==> src/rtl/dmem_bridge_pkg.sv <==
// Shared types and codes for the MEM-stage data-bus bridge.
// Holds the FSM state encoding, access size codes and the kseg0/kseg1 window test.
package dmem_bridge_pkg;

    typedef enum logic [1:0] {
        ST_IDLE = 2'd0,
        ST_REQ  = 2'd1,
        ST_WAIT = 2'd2,
        ST_DONE = 2'd3
    } state_t;

    localparam logic [1:0] SIZE_BYTE = 2'd0;
    localparam logic [1:0] SIZE_HALF = 2'd1;
    localparam logic [1:0] SIZE_WORD = 2'd2;

    // kseg0 (0x8000_0000) and kseg1 (0xA000_0000) share addr[31:30] = 2'b10
    function automatic logic is_kseg01(input logic [31:0] vaddr);
        return vaddr[31:30] == 2'b10;
    endfunction

endpackage

==> src/rtl/dmem_bridge_addr_map.sv <==
// Combinational virtual-to-physical translation for the data bus.
// With KSEG_MAP set, kseg0/kseg1 addresses drop their top three bits; all else passes through.
module addr_map
    import dmem_bridge_pkg::*;
#(
    parameter int KSEG_MAP = 1
) (
    input  logic [31:0] vaddr,
    output logic [31:0] paddr
);

    always_comb begin
        paddr = vaddr;
        if ((KSEG_MAP != 0) && is_kseg01(vaddr)) begin
            paddr[31:29] = '0;
        end
    end

endmodule

==> src/rtl/dmem_bridge.sv <==
// MEM-stage to request/ack data-bus bridge: one outstanding access, pipeline held until data returns.
// Request fields are registered on issue so the bus sees them stable while d_req is high.
module dmem_bridge
    import dmem_bridge_pkg::*;
#(
    parameter int KSEG_MAP = 1
) (
    input  logic        clk,
    input  logic        rst,
    input  logic        mem_en,
    input  logic        mem_we,
    input  logic [31:0] mem_addr,
    input  logic [31:0] mem_wdata,
    input  logic [3:0]  sel,
    input  logic [1:0]  mem_size,
    input  logic [31:0] mem_excepttype,
    input  logic        other_stall,
    output logic [31:0] mem_rdata,
    output logic        stallreq_from_mem,
    output logic        d_req,
    output logic        d_wr,
    output logic [1:0]  d_size,
    output logic [31:0] d_addr,
    output logic [31:0] d_wdata,
    output logic [3:0]  d_wstrb,
    input  logic        d_addr_ok,
    input  logic        d_data_ok,
    input  logic [31:0] d_rdata
);

    state_t      state;
    state_t      state_next;
    logic        pending;
    logic        capture;
    logic        latch_rdata;
    logic [31:0] paddr;

    assign pending = mem_en && (mem_excepttype == '0);

    addr_map #(
        .KSEG_MAP (KSEG_MAP)
    ) u_addr_map (
        .vaddr (mem_addr),
        .paddr (paddr)
    );

    always_ff @(posedge clk) begin
        if (rst) begin
            state     <= ST_IDLE;
            d_wr      <= 1'b0;
            d_size    <= '0;
            d_addr    <= '0;
            d_wdata   <= '0;
            d_wstrb   <= '0;
            mem_rdata <= '0;
        end else begin
            state <= state_next;
            if (capture) begin
                d_wr    <= mem_we;
                d_size  <= mem_size;
                d_addr  <= paddr;
                d_wdata <= mem_wdata;
                d_wstrb <= mem_we ? sel : 4'b0000;
            end
            if (latch_rdata) begin
                mem_rdata <= d_rdata;
            end
        end
    end

    always_comb begin
        state_next  = state;
        capture     = 1'b0;
        latch_rdata = 1'b0;
        unique case (state)
            ST_IDLE: begin
                if (pending) begin
                    state_next = ST_REQ;
                    capture    = 1'b1;
                end
            end
            ST_REQ: begin
                if (d_addr_ok) begin
                    if (d_data_ok) begin
                        latch_rdata = 1'b1;
                        state_next  = ST_DONE;
                    end else begin
                        state_next  = ST_WAIT;
                    end
                end
            end
            ST_WAIT: begin
                if (d_data_ok) begin
                    latch_rdata = 1'b1;
                    state_next  = ST_DONE;
                end
            end
            ST_DONE: begin
                if (!other_stall) begin
                    state_next = ST_IDLE;
                end
            end
            default: state_next = ST_IDLE;
        endcase
    end

    assign d_req = (state == ST_REQ);

    // DONE deliberately releases the stall so the pipeline moves past this access
    assign stallreq_from_mem = !rst && (((state == ST_IDLE) && pending)
                                        || (state == ST_REQ)
                                        || (state == ST_WAIT));

endmodule

==> config.mk <==
export PLATFORM = sky130hd
export DESIGN_NAME = dmem_bridge
export DESIGN_NICKNAME = d
export VERILOG_FILES = /design/src/rtl/dmem_bridge_pkg.sv /design/src/rtl/dmem_bridge_addr_map.sv /design/src/rtl/dmem_bridge.sv
export SDC_FILE = /design/constraint.sdc
export NUM_CORES = 1
export LEC_CHECK = 0
export CAP_MARGIN = 20
export CORE_MARGIN = 10
export CORE_UTILIZATION = 37
export CTS_CLUSTER_SIZE = 8
export DETAILED_ROUTE_END_ITERATION = 16
export GPL_TIMING_DRIVEN = 0
export HOLD_SLACK_MARGIN = 0.03
export PLACE_DENSITY_LB_ADDON = 0.3
export SKIP_CTS_REPAIR_TIMING = 1
export SLEW_MARGIN = 25
export SYNTH_ARGS = -nofsm -noshare
export SYNTH_HDL_FRONTEND = slang
export SYNTH_SLANG_ARGS = --single-unit
==> constraint.sdc <==
create_clock -name clk -period 2.8 [get_ports clk]
set_clock_uncertainty 0.2 [all_clocks]
set_input_delay 0.56 -clock clk [delete_from_list [all_inputs] [get_ports clk]]
set_output_delay 0.56 -clock clk [all_outputs]
set_load 0.05 [all_outputs]
==> results.txt <==
PD cells -> 390 mW/mm²
initial drt markers -> 229
Buffers on Ports -> 244
arrival time at the worst endpoint -> 2040 ps
Clock Tree Buf Depth -> 2
Post-route DRC -> 0
Syn Nets -> 631
failing checks -> setup timing
Starting Density -> 37.8%
worst path required time -> 2040 ps
Clock Pin Slew Worst Setup and Hold Paths -> 90 ps
Synth Instances -> 486
# H-tree levels -> 3
final net count -> 888
die area -> 0.0150 mm²
Slew @ Worst Pin -> 789 ps
LEAKAGE -> 2.49 nW
vias per cell -> 4.77
global-route wire length before repair -> 21.7 mm
final instance area -> 0.00683 mm²
RePlAce Congestion -> 0.776
detailed placement HPWL -> 11.9 mm
Placed Area -> 0.00655 mm²
crit-path cells -> clkdlybuf4s50_1 > nor3_2 > nand3_2 > or4_4 > a21oi_4 > buf_8
largest net degree at the start of global routing -> 18
core area -> 0.0103 mm²
CTS Sinks -> 105
worst-path maximum fanout -> 3
# IOs -> 246
CTS buffer count -> 9
synth unique cells -> 25
synth top area cells -> dfxtp_1, nand2_1, a21oi_1
VDD IR-drop max -> 0.272 mV
CTS tree -> yes
Finished Layout Cells -> 884
most numerous cell in the Yosys netlist -> nand2_1
Via Count -> 4218
cell taking the most area after synthesis -> dfxtp_1
setup TNS -> -3.00 ps
top cells by count, synth -> nand2_1, dfxtp_1, a21oi_1
min cycle time layout -> 2800 ps
setup ws final -> -3.00 ps
die width -> 122 µm
die outline height -> 122 µm
buffers plus inverters on the worst setup path -> 2
fmax -> 357 MHz
Tcrit/Tclk final -> 100%
total gr overflow -> 0
critical path class -> in -> out
Synth top area share -> 54.1%
worst hold path type -> reg -> reg
site row count -> 37
Final Max Tran Viols -> 0
Inst Count DP -> 866
WL/cell -> 16.7 µm
Clock Tree Root -> clkbuf_8
Setup Viol. Count Final -> 1
area of the mapped netlist -> 0.00389 mm²
ys async rst share -> 0%
P&R area growth vs syn -> 75.8%
Rel. slew slack -> 47.0%
YS warnings -> 0
clk_lat worst skew -> 340 ps
critical path's largest stage delay -> 470 ps
final WL -> 14.8 mm
# diodes -> 0
unrepaired setup endpoints after global routing -> yes
EDFF count, synth -> 0
sequential fraction of the synthesis area -> 54.1%
First-pass DRT Iterations -> 5
syn_area_per_cell -> 8.00 µm²
top_reg_cell synth -> dfxtp_1
share of cells above drive strength 1 -> 8.02%
Max Cap Viol -> 0
crit path max-delay cell type -> or4_4
Final Hold Fails -> 0
Antenna Nets Post-Route -> 0
initial antenna violation count -> 0
number of global-route vias before repair -> 4222
Crit. End Element -> output port
Top Family by Delay on Critical Path -> simple AND/OR/NAND/NOR gates
All-Layer GR Usage -> 18.1%
Core Util, Final -> 66.5%
Worst Setup Start Kind -> input port
outcome -> complete, but fails checks
#FFs+latches synth -> 105
[metal layers]
| layer | track usage [%] | vias up | wire (µm) | part of all wire, % |
|---|---|---|---|---|
| li1 | - | 2098 | - | - |
| met1 | 18.8 | 1935 | 5480 | 37 |
| met2 | 32.4 | 173 | 7360 | 50 |
| met3 | 8.77 | 12 | 1770 | 12 |
| met4 | 4.12 | 0 | 157 | 1.1 |
| met5 | 0 | - | 0 | 0 |
[cell usage in the layout (no fill, tap or decap), types with 2 or more instances in the layout]
cell type / netlist / final
clkbuf_8: 0 / 9
a21oi_1: 104 / 103
ha_1: 4 / 4
clkinv_2: 0 / 2
clkdlybuf4s50_1: 0 / 211
buf_2: 8 / 6
nor4_4: 1 / 4
dfxtp_1: 105 / 105
clkinv_4: 0 / 2
buf_6: 7 / 11
clkbuf_2: 0 / 7
clkbuf_1: 19 / 19
nand3_1: 8 / 7
inv_1: 5 / 4
buf_4: 0 / 4
and3_1: 2 / 2
nor4_2: 3 / 3
nand2b_1: 3 / 3
nand2_1: 201 / 200
dlymetal6s2s_1: 0 / 22
[final cells by class]
| class | count | area (µm²) |
|---|---|---|
| Tap cell | 136 | 170 |
| Clock inverter | 6 | 66.3 |
| Fill cell | 840 | 3440 |
| Multi-Input combinational cell | 342 | 1660 |
| Sequential cell | 105 | 2100 |
| Inverter | 5 | 18.8 |
| Clock buffer | 10 | 128 |
| Timing Repair Buffer | 248 | 2510 |
| Buffer | 32 | 181 |
[tightest hold or removal path, cell delays in order (launching register included)]
cell and delay, ps:
dfxtp_1 320, nand2_1 50, a21oi_1 50
[path summary, 6_finish.rpt]
kind	startpoint	endpoint	slack, ps	cells after the start
worst max register to register	state[0]	d_addr[0]	500	9
worst max-delay path	mem_excepttype[26]	stallreq_from_mem	-3	6
worst min register to register	d_addr[30]	d_addr[30]	250	2
worst min-delay path	d_addr[30]	d_addr[30]	250	2
[cell families after synthesis]
| logic type | Yosys count | share of synthesized area, % |
|---|---|---|
| and+or+nand+nor | 228 | 24.6 |
| AOI/OAI and AO/OA | 109 | 14.4 |
| adders and majority gates | 4 | 1.29 |
| muxes | 1 | 0.258 |
| buffers and inverters | 39 | 5.38 |
| DFF | 105 | 54.1 |
[registers in the layout, summed over array words and instances, names as in the netlist]
register and flops:
d_addr 32, d_wdata 32, mem_rdata 32, d_wstrb 4, d_size 2, state 2, d_wr 1
[where the power goes]
part	switching, mW	internal [mW]
registers	0.000000000240	1.49
logic	0.0695	0.171
clock network	0.515	0.418
total	0.585	2.08
[through the flow]
step                worst slack [ps]  total power, mW  hold WS (ps)
finish                         -3.00             2.67           255
global route                   -60.9             2.77           268
CTS                            -1270             2.70           257
floorplan                      -98.3             1.56           297
detailed placement             -1280             1.77           243
global placement               -1260             1.77           238
(Power assumes the default switching activity.)
